<file path="src/rtl/byte_striping_c.sv">
// Two-lane word striper in the 2f clock domain; lanes alternate by clock phase.
// Optional valid-word counter enabled by BYTE_STRIPE_CNT_EN.
module byte_striping_c #(
  parameter int DATA_W = 32
) (
  input  logic              clk_2f_c,
  input  logic              reset,
  input  logic              valid_in,
  input  logic [DATA_W-1:0] data_in,
  output logic              valid_0,
  output logic [DATA_W-1:0] lane_0,
  output logic              valid_1,
  output logic [DATA_W-1:0] lane_1,
  output logic              phase_c
`ifdef BYTE_STRIPE_CNT_EN
  ,
  output logic [15:0]       word_cnt
`endif
);

  logic [DATA_W-1:0] word_q;

  assign word_q = valid_in ? data_in : '0;

  // phase_c resets to 1 so the first edge feeds lane 1
  always_ff @(posedge clk_2f_c or posedge reset) begin
    if (reset) begin
      valid_0 <= 1'b0;
      lane_0  <= '0;
      valid_1 <= 1'b0;
      lane_1  <= '0;
      phase_c <= 1'b1;
    end else begin
      phase_c <= ~phase_c;
      if (phase_c) begin
        valid_1 <= valid_in;
        lane_1  <= word_q;
      end else begin
        valid_0 <= valid_in;
        lane_0  <= word_q;
      end
    end
  end

`ifdef BYTE_STRIPE_CNT_EN
  always_ff @(posedge clk_2f_c or posedge reset) begin
    if (reset) begin
      word_cnt <= '0;
    end else if (valid_in) begin
      word_cnt <= word_cnt + 16'd1;
    end
  end
`endif

endmodule

</file>
<file path="config.mk">
export PLATFORM = sky130hd
export DESIGN_NAME = byte_striping_c
export DESIGN_NICKNAME = d
export VERILOG_FILES = /design/src/rtl/byte_striping_c.sv
export SDC_FILE = /design/constraint.sdc
export NUM_CORES = 1
export LEC_CHECK = 0
export CORE_ASPECT_RATIO = 1.25
export CORE_MARGIN = 2
export CORE_UTILIZATION = 45
export CTS_CLUSTER_DIAMETER = 60
export DETAILED_ROUTE_END_ITERATION = 8
export PLACE_DENSITY = 0.82
export SLEW_MARGIN = 20
export SYNTH_ARGS = -nofsm -noshare
export SYNTH_HDL_FRONTEND = slang
export SYNTH_SLANG_ARGS = --single-unit
</file>
<file path="constraint.sdc">
create_clock -name clk_2f_c -period 3.7 [get_ports clk_2f_c]
set_clock_uncertainty 0.2 [all_clocks]
set_input_delay 0.555 -clock clk_2f_c [delete_from_list [all_inputs] [get_ports clk_2f_c]]
set_output_delay 0.555 -clock clk_2f_c [all_outputs]
set_load 0.01 [all_outputs]
</file>
==> out/results.tsv, run 1 <==
metric	value	unit
status	finished, final reports clean	
number of CTS-inserted buffers	9	
Die Y	89.5	um
RSZ-0062 raised after global routing	no	
CTS tree	built	
number of global-route vias before repair	1919	
fmax	0.454	GHz
final weighted congestion in routability-driven placement	0.692	
Avg Cell Area, Syn	10.6	um^2
Syn Nets	284	
nets@finish	382	
first-pass GRT wire length	9070	um
max-slew violation count	0	
Synth cell types	14	
Final Total Pwr	1.46	mW
Area Growth Syn to Fin	42.3	%
final setup fails	0	
sw frac	0.238	
Initial Utilization	0.459	
reg2reg start	phase_c	
clk_lat worst skew	310	ps
VDD IR max	263	uV
total number of vias	1993	
peak fanout along the critical path	99	
PD cells	389	nW/um^2
crit path kind	reg2reg	
Least-Margin Pin Slew	758	ps
TNS Setup	0	ps
postcts setup bufs	0	
core area	5740	um^2
DP HPWL	3940	um
internal power	1.11	mW
Pre-antenna DRT Iters	4	
Synth Instances	249	
Seq/Total Area, Yosys	0.637	
IO Pins	102	
clock share of power	0.330	
clock sink count	67	
Critical Path RT	3730	ps
Placed Area	3600	um^2
Routed wire per std cell	13.9	um
crit share post-route	0.596	
root buffer cell	clkbuf_8	
Sw Pwr	0.347	mW
yosys warns	0	
flop-to-flop setup slack	1500	ps
Site Rows	31	
drt drc	0	
min cycle time layout	2200	ps
Overflow after GRT	0	
CP startpoint kind	flop	
clk buf depth	2	
# hold bufs at CTS	0	
Clk pin slew, worst setup/hold paths	70	ps
H-tree depth	3	
die area	6480	um^2
via density per instance	4.79	
initial DRC count	106	
Hold Fails Final Rpt	0	
worst setup path start	phase_c	
final WL	5760	um
Die X	72.4	um
initial antenna violation count	0	
largest net degree at the start of global routing	100	
Seq cells post-synth	67	
Fin Hold WS	286	ps
fraction of layout cells with a size suffix above 1	0.0629	
beginning of the worst hold path	lane_0[17]	
CTS-repair resized insts	0	
Final Cell Area	3750	um^2
Comb power frac	0.128	
crit path DAT	2230	ps
Mapped Area	2630	um^2
IO Port Bufs	101	
Max-Cap Viols	0	
CP endpoint kind	flop	
Rel. slew slack	0.495	
GRT Util Overall	0.184	
Pleak	1.65	nW
Hold WC Path Type	reg2reg	
post-route ant nets	0	
n_diodes	0	
Seq pwr share	0.543	
[Yosys cell counts (all sizes together)]
master,instances,area [um^2]
clkbuf,3,13.8
dfrtp,66,1650
buf,15,143
inv,2,7.50
nand2b,32,200
nand2,64,240
dfstp,1,26.3
mux2,2,30.0
o21ai,64,320
[flip-flops by register name, summed over array words and instances (netlist names)]
name	cells
valid_1	1
phase_c	1
lane_1	32
valid_0	1
lane_0	32
[metal layers]
metal / GRT usage / wire length (um)
met2: 0.295 / 2780
met1: 0.240 / 2560
met3: 0.0474 / 354
met4: 0.0758 / 65
met5: 0 / 0
[final cells by class]
class                           count  area, um^2
Clock buffer                       10         128
Clock inverter                      4        20.0
Fill cell                         477        1990
Inverter                            2        7.51
Multi-Input combinational cell    162         791
Sequential cell                    67        1680
Tap cell                           66        82.6
Timing Repair Buffer              105        1040
[path summary, 6_finish.rpt]
path | cells after the start | to
hold / removal | 2 | lane_0[17]
min in group asynchronous | 2 | lane_1[11]
setup / recovery | 3 | lane_1[7]
setup reg to reg | 3 | lane_1[7]
max in group asynchronous | 3 | lane_1[20]
hold reg to reg | 2 | lane_0[17]
[metrics by stage]
| stage | std cells | utilization | worst slack (ps) |
|---|---|---|---|
| after floorplan | 249 | - | 1260 |
| after global placement | 402 | 0.627 | 1360 |
| after detailed placement | 402 | 0.627 | 1280 |
| after CTS | 416 | 0.653 | 1500 |
| after global routing | 416 | 0.653 | 1330 |
| final | 416 | 0.653 | 1500 |
[layout by cell type (no fill, tap or decap)]
cell	Yosys	final
o21ai_1	11	11
mux2_4	2	2
buf_4	2	4
dfrtp_1	66	66
clkdlybuf4s50_1	0	101
clkbuf_8	0	9
dfstp_2	1	1
inv_2	1	2
nand2b_1	32	32
clkbuf_1	1	1
o21ai_0	53	53
nand2_1	64	64
clkinv_2	0	4
[power groups by stage]
stage	Sequential, mW	Clock [mW]	Combinational, mW
CTS	0.791	0.490	0.190
global route	0.794	0.528	0.204
floorplan	0.819	0	0.0483
global placement	0.803	0	0.186
finish	0.791	0.480	0.186
detailed placement	0.803	0	0.190
[critical path: stages (launching register included)]
cell and delay [ps]:
dfstp_2 530, buf_4 580, inv_2 450, o21ai_0 280
[cell families (layout without fill, tap and decap cells)]
| family | after synthesis | count (layout) | share of synthesized area |
|---|---|---|---|
| simple gates | 96 | 96 | 0.167 |
| flops | 67 | 67 | 0.637 |
| compound gates | 64 | 64 | 0.122 |
| buf+inv | 20 | 121 | 0.0623 |
| mux | 2 | 2 | 0.0114 |
(Power assumes the default switching activity.)
==> run 2: changes to the inputs <==
Settings changed: CORE_UTILIZATION 45 to 43, PLACE_DENSITY 0.82 to 0.79.
Clock period 3.7 ns to 2.3 ns, I/O delays scaled along.
==> out/results.tsv, run 2 (synthesis results as in run 1) <==
metric	value	unit	change
Hold WC Path Type	in2async		
CP startpoint kind	flop		
drt drc	0		unchanged
clk_lat worst skew	320	ps	about the same
Routed wire per std cell	13.4	um	-3.5%
Comb power frac	0.130		+0.002
clk buf depth	2		unchanged
# hold bufs at CTS	0		unchanged
max-slew violation count	0		unchanged
PD cells	617	nW/um^2	+59%
clock sink count	67		unchanged
internal power	1.79	mW	+61%
DR WL met2	2770	um	-0.29%
Site Rows	31		unchanged
most common cell after layout, fill and taps aside	clkdlybuf4s50_1		
Clk pin slew, worst setup/hold paths	60	ps	about the same
delay-heaviest family, CP	buffers and inverters		
crit path DAT	1430	ps	-800 ps
RSZ-0062 raised after global routing	no		
slowest cell delay on critical path	560	ps	-20 ps
Worst Path Buf+Inv	1		-1
CTS-repair resized insts	0		unchanged
DR WL met3	407	um	+15%
root buffer cell	clkbuf_8		
clock share of power	0.328		-0.002
IO Port Bufs	101		unchanged
Area Growth Syn to Fin	44.3	%	
postcts setup bufs	0		unchanged
Top Registers	lane_0: 32 flops, lane_1: 32 flops		
GRT Util Overall	0.181		-0.00341
commonest cells after routing, fill and taps aside	101 x clkdlybuf4s50_1, 66 x dfrtp_1, 64 x nand2_1, 53 x o21ai_0, 32 x nand2b_1		
sw frac	0.237		-0.00139
number of global-route vias before repair	2043		+6.5%
critical path's slowest cell	clkdlybuf4s50_1		
number of CTS-inserted buffers	9		unchanged
Die Y	91.5	um	+2.2%
die area	6770	um^2	+4.4%
DP HPWL	3770	um	-4.3%
CP endpoint kind	output pin		
initial DRC count	125		+18%
via density per instance	4.78		-0.17%
final setup fails	0		unchanged
Post-Route M1 WL	2510	um	-1.9%
fraction of layout cells with a size suffix above 1	0.0655		+0.00267
core area	5860	um^2	+2.0%
Overflow after GRT	0		unchanged
Seq pwr share	0.542		about the same
largest net degree at the start of global routing	100		unchanged
first-pass GRT wire length	9440	um	+4.0%
Pleak	1.67	nW	+0.96%
initial antenna violation count	0		unchanged
Hold Fails Final Rpt	0		unchanged
IO Pins	102		unchanged
# fillers	485		+1.7%
Rel. slew slack	0.617		+0.122
total number of vias	2071		+3.9%
VDD IR max	399	uV	+52%
TNS Setup	0	ps	unchanged
n_diodes	0		unchanged
Initial Utilization	0.449		-0.00911
Least-Margin Pin Slew	574	ps	-183 ps
crit path kind	reg2out		
CP Cell Sequence	clkdlybuf4s50_1		
Sw Pwr	0.555	mW	+60%
CTS tree	built		
final weighted congestion in routability-driven placement	0.707		+2.2%
post-route ant nets	0		unchanged
crit share post-route	0.859		
H-tree depth	3		unchanged
peak fanout along the critical path	2		-98%
Die X	74.0	um	+2.2%
top layer in use	met4		
Pre-antenna DRT Iters	4		unchanged
Max-Cap Viols	0		unchanged
fmax	0.506	GHz	
min cycle time layout	1980	ps	
final WL	5790	um	+0.42%
nets@finish	383		+0.26%
Final Total Pwr	2.34	mW	+61%
Critical Path RT	1750	ps	-1980 ps
status	finished, final reports clean		
## run 2: changes by cell type in the layout (fill, tap and decap cells not counted)
| cell | before | now |
|---|---|---|
| buf_4 | 4 | 3 |
| buf_12 | 0 | 2 |
## run 2: stage by stage
stage                     utilization  hold WS [ps]  cells  setup WS, ps  instance area, um^2
after floorplan                     -           295    249          73.5                 2630
after global placement          0.624           266    419           591                 3650
after detailed placement        0.624           272    419           535                 3650
after CTS                       0.649           138    433           309                 3800
after global routing            0.649           151    433           286                 3800
final                           0.649           127    433           324                 3800
## run 2: cell type report
cell class | instances | area, um^2 | area share
Sequential cell | 67 | 1680 | 0.442
Timing Repair Buffer | 106 | 1070 | 0.283
Multi-Input combinational cell | 162 | 791 | 0.208
Clock buffer | 10 | 128 | 0.0336
Tap cell | 82 | 103 | 0.0270
Clock inverter | 4 | 20.0 | 0.00527
Inverter | 2 | 7.51 | 0.00198
## run 2: final timing paths
path | from | end | slack [ps] | cells after the start
worst max-delay path | phase_c | phase_c | 320 | 1
worst min-delay path | reset | lane_0[13] | 130 | 2
worst max register to register | phase_c | lane_1[3] | 570 | 3
worst min register to register | lane_0[13] | lane_0[13] | 280 | 2
max in group asynchronous | reset | lane_0[17] | 1170 | 3
min in group clk_2f_c | lane_0[13] | lane_0[13] | 280 | 2
## run 2: metal layers
layer,vias to the layer above,GRT usage
li1,1004,-
met1,984,0.231
met2,73,0.287
met3,10,0.0477
met4,0,0.0727
met5,-,0
## run 2: power groups by stage
stage | sequential (mW) | combinational [mW] | clock, mW
2_1_floorplan | 1.32 | 0.0777 | 0
3_3_place_gp | 1.29 | 0.303 | 0
3_5_place_dp | 1.29 | 0.309 | 0
4_1_cts | 1.27 | 0.311 | 0.784
5_1_grt | 1.28 | 0.334 | 0.834
6_report | 1.27 | 0.305 | 0.768
